File: src/rtl/ym_bus_sequencer.sv
// rtl/ym_bus_sequencer.sv - queued AY port writes replayed as timed YM2149 BDIR/BC1/DA bus cycles
// Optional register-number skip on repeated address writes: YM_ADDR_SKIP_EN.
module ym_bus_sequencer #(
   parameter int FIFO_DEPTH = 4,
   parameter int SETUP_CYC  = 2,
   parameter int PULSE_CYC  = 3,
   parameter int HOLD_CYC   = 1
) (
   input  logic       cpu_clock,
   input  logic       reset,
   input  logic       req_valid,
   input  logic       req_type,
   input  logic [7:0] req_data,
   output logic       req_ready,
   output logic [7:0] ym_da,
   output logic       ym_da_oe,
   output logic       bc1,
   output logic       bdir,
   output logic       ym_sel,
   output logic       busy
);

   localparam int AW      = (FIFO_DEPTH > 1) ? $clog2(FIFO_DEPTH) : 1;
   localparam int MAX_AB  = (SETUP_CYC > PULSE_CYC) ? SETUP_CYC : PULSE_CYC;
   localparam int MAX_CYC = (MAX_AB > HOLD_CYC) ? MAX_AB : HOLD_CYC;
   localparam int CW      = (MAX_CYC > 1) ? $clog2(MAX_CYC + 1) : 1;

   localparam logic [CW-1:0] SETUP_LD = CW'(SETUP_CYC - 1);
   localparam logic [CW-1:0] PULSE_LD = CW'(PULSE_CYC - 1);
   localparam logic [CW-1:0] HOLD_LD  = CW'(HOLD_CYC - 1);
   localparam logic [AW:0]   FULL_CNT = (AW + 1)'(FIFO_DEPTH);

   typedef enum logic [1:0] {
      ST_IDLE,
      ST_SETUP,
      ST_STROBE,
      ST_HOLD
   } state_t;

   state_t          state_q, state_d;
   logic [8:0]      mem_q [FIFO_DEPTH];
   logic [8:0]      mem_d [FIFO_DEPTH];
   logic [AW-1:0]   wr_ptr_q, wr_ptr_d;
   logic [AW-1:0]   rd_ptr_q, rd_ptr_d;
   logic [AW:0]     count_q, count_d;
   logic [CW-1:0]   cnt_q, cnt_d;
   logic [7:0]      ym_da_q, ym_da_d;
   logic            ym_da_oe_q, ym_da_oe_d;
   logic            bc1_q, bc1_d;
   logic            bdir_q, bdir_d;
   logic            ym_sel_q, ym_sel_d;
   logic            kind_addr_q, kind_addr_d;
   logic            push;
   logic            pop;
   logic [8:0]      head;
   logic            head_is_sel;
   logic            addr_skip;

   assign req_ready   = (count_q != FULL_CNT);
   assign busy        = (count_q != '0) || (state_q != ST_IDLE);
   assign ym_da       = ym_da_q;
   assign ym_da_oe    = ym_da_oe_q;
   assign bc1         = bc1_q;
   assign bdir        = bdir_q;
   assign ym_sel      = ym_sel_q;

   assign push        = req_valid && req_ready;
   assign head        = mem_q[rd_ptr_q];
   // 0xFE / 0xFF on the register-select port are TurboSound chip selects, not AY registers
   assign head_is_sel = !head[8] && (head[7:1] == 7'h7F);

`ifdef YM_ADDR_SKIP_EN
   logic [7:0] shadow_q [2];
   logic [7:0] shadow_d [2];
   logic [1:0] shadow_vld_q, shadow_vld_d;

   assign addr_skip = !head[8] && shadow_vld_q[ym_sel_q] && (shadow_q[ym_sel_q] == head[7:0]);

   always_comb begin
      shadow_d     = shadow_q;
      shadow_vld_d = shadow_vld_q;
      if (state_q == ST_SETUP && cnt_q == '0 && kind_addr_q) begin
         shadow_d[ym_sel_q]     = ym_da_q;
         shadow_vld_d[ym_sel_q] = 1'b1;
      end
   end

   always_ff @(posedge cpu_clock or negedge reset) begin
      if (!reset) begin
         shadow_q[0]  <= 8'h00;
         shadow_q[1]  <= 8'h00;
         shadow_vld_q <= 2'b00;
      end else begin
         shadow_q     <= shadow_d;
         shadow_vld_q <= shadow_vld_d;
      end
   end
`else
   assign addr_skip = 1'b0;
`endif

   always_comb begin
      state_d     = state_q;
      mem_d       = mem_q;
      wr_ptr_d    = wr_ptr_q;
      rd_ptr_d    = rd_ptr_q;
      count_d     = count_q;
      cnt_d       = cnt_q;
      ym_da_d     = ym_da_q;
      ym_da_oe_d  = ym_da_oe_q;
      bc1_d       = bc1_q;
      bdir_d      = bdir_q;
      ym_sel_d    = ym_sel_q;
      kind_addr_d = kind_addr_q;
      pop         = 1'b0;

      if (push) begin
         mem_d[wr_ptr_q] = {req_type, req_data};
         wr_ptr_d        = wr_ptr_q + 1'b1;
      end

      case (state_q)
         ST_IDLE: begin
            if (count_q != '0) begin
               pop = 1'b1;
               if (head_is_sel) begin
                  ym_sel_d = ~head[0];
               end else if (!addr_skip) begin
                  ym_da_d     = head[7:0];
                  ym_da_oe_d  = 1'b1;
                  kind_addr_d = !head[8];
                  cnt_d       = SETUP_LD;
                  state_d     = ST_SETUP;
               end
            end
         end
         ST_SETUP: begin
            if (cnt_q == '0) begin
               bdir_d  = 1'b1;
               bc1_d   = kind_addr_q;
               cnt_d   = PULSE_LD;
               state_d = ST_STROBE;
            end else begin
               cnt_d = cnt_q - 1'b1;
            end
         end
         ST_STROBE: begin
            if (cnt_q == '0) begin
               bdir_d  = 1'b0;
               bc1_d   = 1'b0;
               cnt_d   = HOLD_LD;
               state_d = ST_HOLD;
            end else begin
               cnt_d = cnt_q - 1'b1;
            end
         end
         ST_HOLD: begin
            if (cnt_q == '0) begin
               ym_da_oe_d = 1'b0;
               state_d    = ST_IDLE;
            end else begin
               cnt_d = cnt_q - 1'b1;
            end
         end
         default: state_d = ST_IDLE;
      endcase

      if (pop) begin
         rd_ptr_d = rd_ptr_q + 1'b1;
      end
      if (push && !pop) begin
         count_d = count_q + 1'b1;
      end else if (pop && !push) begin
         count_d = count_q - 1'b1;
      end
   end

   always_ff @(posedge cpu_clock or negedge reset) begin
      if (!reset) begin
         state_q     <= ST_IDLE;
         for (int i = 0; i < FIFO_DEPTH; i++) begin
            mem_q[i] <= 9'h000;
         end
         wr_ptr_q    <= '0;
         rd_ptr_q    <= '0;
         count_q     <= '0;
         cnt_q       <= '0;
         ym_da_q     <= 8'h00;
         ym_da_oe_q  <= 1'b0;
         bc1_q       <= 1'b0;
         bdir_q      <= 1'b0;
         ym_sel_q    <= 1'b0;
         kind_addr_q <= 1'b0;
      end else begin
         state_q     <= state_d;
         mem_q       <= mem_d;
         wr_ptr_q    <= wr_ptr_d;
         rd_ptr_q    <= rd_ptr_d;
         count_q     <= count_d;
         cnt_q       <= cnt_d;
         ym_da_q     <= ym_da_d;
         ym_da_oe_q  <= ym_da_oe_d;
         bc1_q       <= bc1_d;
         bdir_q      <= bdir_d;
         ym_sel_q    <= ym_sel_d;
         kind_addr_q <= kind_addr_d;
      end
   end

endmodule
File: config.mk
export PLATFORM = sky130hd
export DESIGN_NAME = ym_bus_sequencer
export DESIGN_NICKNAME = d
export VERILOG_FILES = /design/src/rtl/ym_bus_sequencer.sv
export SDC_FILE = /design/constraint.sdc
export NUM_CORES = 1
export LEC_CHECK = 0
export CAP_MARGIN = 20
export CORE_ASPECT_RATIO = 0.6
export CORE_UTILIZATION = 40
export CTS_BUF_LIST = sky130_fd_sc_hd__clkbuf_16
export CTS_CLUSTER_DIAMETER = 120
export DETAILED_ROUTE_END_ITERATION = 10
export PLACE_DENSITY = 0.61
export RECOVER_POWER = 50
export SLEW_MARGIN = 30
export SYNTH_ARGS = -nofsm -noshare
export SYNTH_HDL_FRONTEND = slang
export SYNTH_SLANG_ARGS = --single-unit
File: constraint.sdc
create_clock -name cpu_clock -period 2.1 [get_ports cpu_clock]
set_input_delay 0.21 -clock cpu_clock [delete_from_list [all_inputs] [get_ports cpu_clock]]
set_output_delay 0.21 -clock cpu_clock [all_outputs]
set_load 0.01 [all_outputs]
After elaboration in Yosys (flattened, before gate mapping):

Index checks and enable logic that the tools add are counted.

* flip-flop bits (word level): 60
* input bits: 12
* output and inout port bits: 14
* logic and storage cells: 88

* add/subtract/negate cells: 5
* $lt $le $gt $ge: 3
* eq/ne operators: 11
* muxes and demuxes: 28
* bitwise operators: 4
* reduce and logical (&&, ||, !) cells: 22

Operators with widths (number)
* 36-bit bitwise mux: 1
* 9-bit 2-to-1 mux: 3
* 9-bit binary-select mux with 2-bit select: 1
* 9-bit demux with 2-bit select: 1
* 2-bit 2-to-1 mux: 8
* 2-bit case mux with 4 select lines: 2
* 2-bit inequality test, second input constant: 6
* 3-bit AND reduction: 4
* 2-bit nonzero test: 4
* 7-bit equality test, second input constant: 1
* 1-bit 2-to-1 mux: 7
* 3-bit greater-or-equal comparator, second input constant: 2
* 3-bit 2-to-1 mux: 2
* 2-bit inverter with 3-bit output: 2
* 1-bit case mux with 2 select lines: 3
* 1-bit logical AND: 5
* 5-bit AND reduction: 1
* 2-bit by 1-bit adder with 2-bit output, second input constant: 2
* 2-bit equality test, second input constant: 2
* 2-bit zero test: 2
* 4-bit AND reduction: 1
* 3-bit by 1-bit adder with 3-bit output, second input constant: 1
* 1-bit zero test: 3
* 3-bit by 1-bit less-than comparator with 1-bit output, second input constant: 1
* 7 further kinds: 8

Depth between registers and ports, before layout:

Gate-level depths: netlist (run 1).

* word-level depth: 9
* depth in mapped cells: 11
* gate-level depth less buffers: 11

Worst setup path before layout (run 1):

No wires, ideal clock.

* kind: flip-flop to flip-flop
* start: register state_q[0]
* end: register count_q[1]
* setup time: 0.125 ns
* arrival time: 2.110 ns
* data required time: 1.975 ns
* slack: -0.134 ns
* cell stages (with the launch flop): 10
* buffers on the path: 0
* period minus slack after synthesis: 2.234 ns
* cells stage by stage: dfrtp_1 -> inv_1 -> ha_1 -> inv_1 -> nor2_1 -> inv_1 -> ha_1 -> inv_1 -> fa_1 -> mux2_2

* word-level cells in the longest chain between the ends: 5
* elaborated cells on any way between the ends: 7
* those cells by class: mux (2); reduce/logical (5)

RTL lines
* from (decl): line 40 `state_t state_q, state_d;`
* from (signal assigned): line 195 `state_q <= state_d;`
* 2-bit zero test: line 122 `case (state_q)`
* 1-bit 2-to-1 mux: line 122
* 1-bit zero test: line 171 `if (push && !pop) begin`
* 1-bit logical AND: line 171
* 3-bit 2-to-1 mux: line 171
* named net count_d[1]: line 45 `logic [AW:0] count_q, count_d;`
* to (signal assigned): line 199 `count_q <= count_d;`
* to (decl): line 45

The timed path passes the listed nets, and every way through them passes these cells.
A chain may end at the register's enable or synchronous reset.

Worst setup path in the final report (run 1):

* start: register rd_ptr_q[0]
* end: register ym_da_q[2], in the netlist ym_da[2]

* word-level cells in the longest chain between the ends: 8
* elaborated cells on any way between the ends: 9
* those cells by class: eq/ne (1); mux (3); bitwise (2); reduce/logical (3)

RTL lines
* from (decl): line 44 `logic [AW-1:0] rd_ptr_q, rd_ptr_d;`
* from (signal assigned): line 198 `rd_ptr_q <= rd_ptr_d;`
* 2-bit inverter with 3-bit output (implied by the code) (*): line 68 `assign head = mem_q[rd_ptr_q];`
* 9-bit binary-select mux with 2-bit select (*): line 68
* 9-bit 2-to-1 mux (implied by the code) (*) (2 in series): line 68
* 7-bit equality test / 1-bit zero test (equally long branches): line 70 `assign head_is_sel = !head[8] && (head[7:1] == 7'h7F);`
* 1-bit logical AND: line 70
* 1-bit inverter (no source line)
* 3-bit AND reduction (no source line)
* to (signal assigned): line 201 `ym_da_q <= ym_da_d;`
* to (decl): line 47 `logic [7:0] ym_da_q, ym_da_d;`

Mark *: on every way between the ends. The rest lies on a longest branch, timed or not. The select of a mux whose other input is x is not followed.

==> results of run 1 <==
==> cell usage after synthesis (all sizes together) (2+ instances only) <==
library cell	number	area, um2
a21boi	2	15.01
nand2	10	37.54
mux4	9	232.7
a2111oi	2	17.52
o21ai	7	46.30
or2	2	12.52
o21a	2	15.01
o2bb2ai	2	17.52
a21oi	3	15.01
xor2	2	17.52
clkbuf	3	12.51
nor2	7	26.28
inv	12	45.04
nor4	2	12.51
ha	13	162.7
xnor2	4	35.03
dfrtp	60	1501
o31ai	2	15.01
mux2	45	506.7
nor3	2	10.01
==> placed cells by master (no fill, tap or decap), drive strengths merged, types with 2 or more instances in the layout <==
master         netlist  final
nor2                 7      7
a21boi               2      2
a2111oi              2      2
xnor2                4      4
nor4                 2      2
buf                  1     18
o21a                 2      2
nor3                 2      2
o2bb2ai              2      2
or2                  2      2
inv                 12     15
clkdlybuf4s50        0     23
clkinv               0      4
ha                  13     13
clkbuf               3     12
o21ai                7      7
a21oi                3      3
nand2               10     10
o31ai                2      2
mux2                45     45
xor2                 2      2
mux4                 9      9
dfrtp               60     60
==> critical path: stages, from the launching register on <==
cell and delay (ns):
dfrtp_1 0.38, mux4_2 0.56, nand4b_4 0.22, o21ai_4 0.36, mux2_2 0.38
==> power groups by stage <==
| stage | clock [mW] | sequential [mW] | combinational, mW |
|---|---|---|---|
| 4_1_cts | 1.26 | 2.12 | 3.01 |
| 2_1_floorplan | 0 | 2.07 | 2.01 |
| 6_report | 1.23 | 2.13 | 2.99 |
| 5_1_grt | 1.32 | 2.20 | 3.24 |
| 3_3_place_gp | 0 | 2.14 | 2.92 |
| 3_5_place_dp | 0 | 2.13 | 2.99 |
==> metrics by stage <==
stage	total power, mW	worst slack [ns]	hold WS, ns	instance area, um2	setup TNS (ns)
3_3_place_gp	5.064	0.06173	0.2702	3443	0
2_1_floorplan	4.074	0.008799	-0.08559	2958	0
4_1_cts	6.383	0.01839	0.4712	3706	0
6_report	6.345	0.08341	0.4457	3690	0
3_5_place_dp	5.114	-0.02512	0.2746	3443	-0.02512
5_1_grt	6.762	0.006616	0.4953	3690	0
==> per-layer routing <==
layer | routed length, um | vias to the layer above
li1 | - | 886
met1 | 3224 | 937
met2 | 2376 | 60
met3 | 372 | 12
met4 | 81 | 0
met5 | 0 | -
==> final cells by class <==
class | count | share of cell area [%]
clock buffer | 9 | 6.104
sequential | 60 | 40.73
multi-input combinational | 133 | 37.78
inverter | 12 | 1.221
clock inverter | 7 | 0.7460
tap | 87 | 2.950
timing repair buffer | 45 | 10.48
==> path summary, 6_finish.rpt <==
| path | endpoint | depth (start not counted) |
|---|---|---|
| min | ym_da_oe$_DFFE_PN0P_ | 2 |
| max in group asynchronous | mem_q[13]$_DFFE_PN0P_ | 3 |
| min in group cpu_clock | mem_q[20]$_DFFE_PN0P_ | 1 |
| min reg2reg | mem_q[20]$_DFFE_PN0P_ | 1 |
| max | ym_da[2]$_DFFE_PN0P_ | 4 |
| max reg2reg | ym_da[2]$_DFFE_PN0P_ | 4 |
==> state kept, by name (all words and copies together), names as in the netlist <==
signal and flops:
count_q 3, bdir 1, kind_addr_q 1, cnt_q 2, rd_ptr_q 2, ym_da_oe 1
ym_sel 1, wr_ptr_q 2, ym_da 8, state_q 2, bc1 1, mem_q 36
==> kinds of logic (layout without fill, tap and decap cells) <==
logic type / count (synthesis) / count (layout) / synth area share [%]
xor gates and xnor gates: 6 / 6 / 1.786
buffers and inverters: 16 / 73 / 2.338
DFF: 60 / 60 / 51.02
adders and majority gates: 14 / 14 / 6.208
muxes: 55 / 55 / 25.47
and+or+nand+nor: 29 / 29 / 5.825
AOI/OAI and AO/OA: 29 / 29 / 7.356
==> timing repair <==
action	CTS	global route
endpoints found under the setup margin	1	2
resized for setup	2	5
pin swaps	0	1
cloned	0	0
hold buffers	1	0
endpoints found under the hold margin	25	0
==> flow_metrics.tcl, run 1 <==
set metrics [dict create \
    ant_nets 0 \
    cp-end-kind "flop" \
    wl_per_cell_um 17.15 \
    r2r_start "rd_ptr_q[0]$_DFFE_PN0P_" \
    portBuffers 25 \
    swShare_pct 34.33 \
    synth_edf_count 0 \
    p_leak_nw 1.632 \
    grt_max_degree 36 \
    start_kind "flop" \
    antennaDiodeCount 0 \
    synth-main-ff-cell "dfrtp_1" \
    via_per_inst 5.368 \
    post-cts-setup-buffers 0 \
    outcome "complete, no violations" \
    seq_area_um2 1503 \
    hpwlAfterDp_um 4457 \
    power_frac_seq_pct 33.6 \
    synth-seq-cells 60 \
    tightest_slew_ns 0.8669 \
    avgSynthCellArea_um2 14.08 \
    multi_input_area_um2 1394 \
    p_switching_mw 2.178 \
    cp-startpoint "rd_ptr_q[0]$_DFFE_PN0P_" \
    met1_usage_pct 25.49 \
    crit_required_ns 2.31 \
    start_util_pct 42.79 \
    clk_latency_ns 0.33 \
    fin_nets 287 \
    h-tree-depth 3 \
    coreArea_um2 6878 \
    instances_no_fill 353 \
    dr.pass1.iters 4 \
    p_int_mw 4.167 \
    drv_slew 0 \
    power_frac_clock_pct 19.4 \
    syn_inst 209 \
    die_h_um 68.44 \
    timing.final.crit_share_pct 96.03 \
    yosysSeqAreaShare_pct 51.02 \
    cts_root_buffer "clkbuf_16" \
    fp.dieW_um 112.7 \
    drc 0 \
    setup-violations-final 0 \
    vias 1895 \
    clk_transition_reported_paths_ns 0.05 \
    hold_viol 0 \
    dieArea_um2 7715 \
    use_met2_pct 22.69 \
    area_growth_syn_to_layout_pct 25.38 \
    place_congestion 0.7960 \
    final_util_pct 53.65 \
    ys_warn_count 0 \
    hold_path.class "primary input to asynchronous set/reset pin" \
    top_usage_layer "met1" \
    slew_headroom_pct 42.20 \
    max-cap-violations 0 \
    synth_fp_nets 235 \
    crit_arrival_ns 2.22 \
    ios 26 \
    crit_fanout 10 \
    cts_tree "yes" \
    antenna_found_initial 0 \
    drive_gt1_share_pct 32.33 \
    async_reset_ff_share_pct 100.0 \
    r2r_slack_ns 0.08 \
    p_comb_share_pct 47.1 \
    ir_worst_vdd_v 0.0005896 \
    grt_usage_pct 17.46 \
    drtIter0Drc 87 \
    fmax_mhz 495.9 \
    gr-total-overflow 0 \
    wirelength_um 6055 \
    finalClockSkew_ns 0.007429 \
    rsz0062_at_grt "false" \
    use_met3_pct 7.263 \
    synthesis.area_um2 2943 \
    rows 23 \
    dp_cells 336 \
    power-per-cell-area_nw_per_um2 1720 \
    cts.sinks 60 \
    clockBufferDepth 2 \
    fillers 567 \
    yosysUniqueCellTypes 42 \
    grt_pass1_vias 1798 \
    critical_path_class "flop to flop" \
    grt_pass1_wl_um 9673 \
    fin_crit_ns 2.017 \
    numCtsBuffers 9 \
]
No activity file was read; power rests on OpenSTA's default activity.
==> run 2, diff against run 1 <==
--- a/config.mk
+++ b/config.mk
@@ -7,13 +7,12 @@
 export LEC_CHECK = 0
 export CAP_MARGIN = 20
 export CORE_ASPECT_RATIO = 0.6
-export CORE_UTILIZATION = 40
+export CORE_UTILIZATION = 45
 export CTS_BUF_LIST = sky130_fd_sc_hd__clkbuf_16
 export CTS_CLUSTER_DIAMETER = 120
 export DETAILED_ROUTE_END_ITERATION = 10
-export PLACE_DENSITY = 0.61
+export PLACE_DENSITY = 0.67
 export RECOVER_POWER = 50
-export SLEW_MARGIN = 30
 export SYNTH_ARGS = -nofsm -noshare
 export SYNTH_HDL_FRONTEND = slang
 export SYNTH_SLANG_ARGS = --single-unit
==> flow_metrics.tcl, run 2 (same netlist as run 1, synthesis figures left out) <==
set metrics [dict create \
    outcome "complete, no violations" \
    r2r_start "rd_ptr_q[0]$_DFFE_PN0P_" \
    cts_root_buffer "clkbuf_16" \
    hold_viol 0 \
    cp_cell_sequence "buf_4 -> mux4_1 -> nand4_4 -> o21ai_4 -> buf_12 -> mux2_2" \
    max_stage_delay_ns 0.66 \
    hpwlAfterDp_um 4313 \
    ant_nets 0 \
    clk_latency_ns 0.32 \
    wl_met1_um 3370 \
    finalClockSkew_ns 0.004853 \
    h-tree-depth 3 \
    regMostFlops "mem_q" \
    rows 22 \
    p_comb_share_pct 46.0 \
    dp_cells 332 \
    max-cap-violations 0 \
    drc 0 \
    critical_path.slowest_cell "mux4_1" \
    p_switching_mw 2.197 \
    ir_worst_vdd_v 0.0006003 \
    wl_met2_um 2309 \
    dieArea_um2 6878 \
    wirelength_um 6033 \
    hold_path.class "flop to flop" \
    coreArea_um2 6221 \
    final_cell_area_um2 3729 \
    final_cell_mix "dfrtp_1, mux2_2, clkdlybuf4s50_1" \
    cp-end-kind "flop" \
    antennaDiodeCount 0 \
    critPathTopFamily "multiplexers" \
    hold_start "mem_q[5]$_DFFE_PN0P_" \
    dr.max_layer_used "met4" \
    critical_path_class "flop to flop" \
    instances_no_fill 349 \
    crit_required_ns 2.30 \
    crit_fanout 10 \
    tightest_slew_ns 1.321 \
    numCtsBuffers 9 \
    largest_reg_flops 36 \
    drv_slew 0 \
    rsz0062_at_grt "true" \
    die_h_um 64.64 \
    power-per-cell-area_nw_per_um2 1751 \
    p_leak_nw 1.649 \
    power_frac_clock_pct 20.7 \
    cts_tree "yes" \
    dr.pass1.iters 4 \
    wl_met3_um 270 \
    cts.sinks 60 \
    grt_pass1_vias 1902 \
    drive_gt1_share_pct 33.96 \
    wl_per_cell_um 17.29 \
    grt_pass1_wl_um 10030 \
    fin_nets 287 \
    swShare_pct 33.65 \
    fmax_mhz 491.6 \
    fp.dieW_um 106.4 \
    antenna_found_initial 0 \
    via_per_inst 5.433 \
    power_frac_seq_pct 33.3 \
    crit_buf_inv 2 \
    timing.final.crit_share_pct 96.87 \
    start_util_pct 47.30 \
    portBuffers 25 \
    gr-total-overflow 0 \
    p_int_mw 4.332 \
    fin_crit_ns 2.034 \
    cp-startpoint "rd_ptr_q[0]$_DFFE_PN0P_" \
    dpl-instance-area_um2 3432 \
    setup-violations-final 0 \
    clk_transition_reported_paths_ns 0.05 \
    final_common_cell "dfrtp_1" \
    vias 1896 \
    crit_arrival_ns 2.23 \
    area_growth_syn_to_layout_pct 26.70 \
    place_congestion 0.8825 \
    start_kind "flop" \
    grt_usage_pct 20.03 \
    slew_headroom_pct 11.93 \
    ios 26 \
    clockBufferDepth 2 \
    drtIter0Drc 107 \
    grt_max_degree 61 \
]
[run 2: cell types whose count changed in the layout (fill, tap and decap cells not counted), sizes merged]
cell and delta:
bufinv +1, clkinv -2, buf +2, clkbuf -2
[run 2: cell type report]
class / instances / area, um2
Multi-Input combinational cell: 133 / 1396
Timing Repair Buffer: 45 / 402.9
Inverter: 12 / 45.04
Sequential cell: 60 / 1504
Clock inverter: 6 / 50.05
Tap cell: 84 / 105.1
Fill cell: 527 / 2492
Clock buffer: 9 / 225.2
[run 2: final timing paths]
check                                         end  slack (ns)  cells after the start
max                          ym_da[3]$_DFFE_PN0P_        0.07                      6
max reg2reg                  ym_da[3]$_DFFE_PN0P_        0.07                      6
max in group asynchronous  count_q[1]$_DFFE_PN0P_        0.40                      3
min reg2reg                  mem_q[5]$_DFFE_PN0P_        0.50                      1
min in group asynchronous   mem_q[27]$_DFFE_PN0P_        0.80                      3
min                          mem_q[5]$_DFFE_PN0P_        0.50                      1
[run 2: per-layer routing]
layer / up-vias / track usage [%]
li1: 884 / -
met5: - / 0
met4: 0 / 6.250
met1: 955 / 31.33
met3: 10 / 7.243
met2: 47 / 24.92
[run 2: power by group through the flow]
| stage | combinational, mW | sequential (mW) | clock [mW] |
|---|---|---|---|
| 6_report | 3.00 | 2.17 | 1.35 |
| 5_1_grt | 3.26 | 2.25 | 1.43 |
| 2_1_floorplan | 2.01 | 2.07 | 0 |
| 3_5_place_dp | 2.93 | 2.17 | 0 |
| 4_1_cts | 2.95 | 2.16 | 1.38 |
| 3_3_place_gp | 2.87 | 2.17 | 0 |
[run 2: worst reg2reg max path, delay by kind of cell (launching register included)]
kind / cells / cell delay [ns]
flip-flops: 1 / 0.39
AO/OA/AOI/OAI: 1 / 0.09
multiplexers: 2 / 0.93
AND/OR/NAND/NOR: 1 / 0.19
buffers and inverters: 2 / 0.32
[run 2: through the flow]
stage | power (mW) | worst slack (ns) | TNS [ns] | hold slack [ns] | util [%]
2_1_floorplan | 4.074 | 0.008799 | 0 | -0.08559 | -
3_3_place_gp | 5.031 | 0.03841 | 0 | 0.2449 | 55.17
3_5_place_dp | 5.099 | -0.01497 | -0.01497 | 0.2473 | 55.17
4_1_cts | 6.487 | 0.02991 | 0 | 0.4384 | 59.75
5_1_grt | 6.948 | -0.04591 | -0.04591 | 0.5058 | 59.94
6_report | 6.529 | 0.06564 | 0 | 0.4994 | 59.94
[run 2: what timing repair did]
item	in CTS	in global routing
hold buffers	1	0
endpoints found under the setup margin	1	11
resized for setup	2	7
pin swaps	0	1
setup buffers	0	1
endpoints found under the hold margin	60	0
==> run 3, diff against run 2 <==
--- a/config.mk
+++ b/config.mk
@@ -13,6 +13,7 @@
 export DETAILED_ROUTE_END_ITERATION = 10
 export PLACE_DENSITY = 0.67
 export RECOVER_POWER = 50
+export SLEW_MARGIN = 20
 export SYNTH_ARGS = -nofsm -noshare
 export SYNTH_HDL_FRONTEND = slang
 export SYNTH_SLANG_ARGS = --single-unit
==> results of run 3 <==
Same layout as run 2: the final DEF is identical, and so are final timing and power.
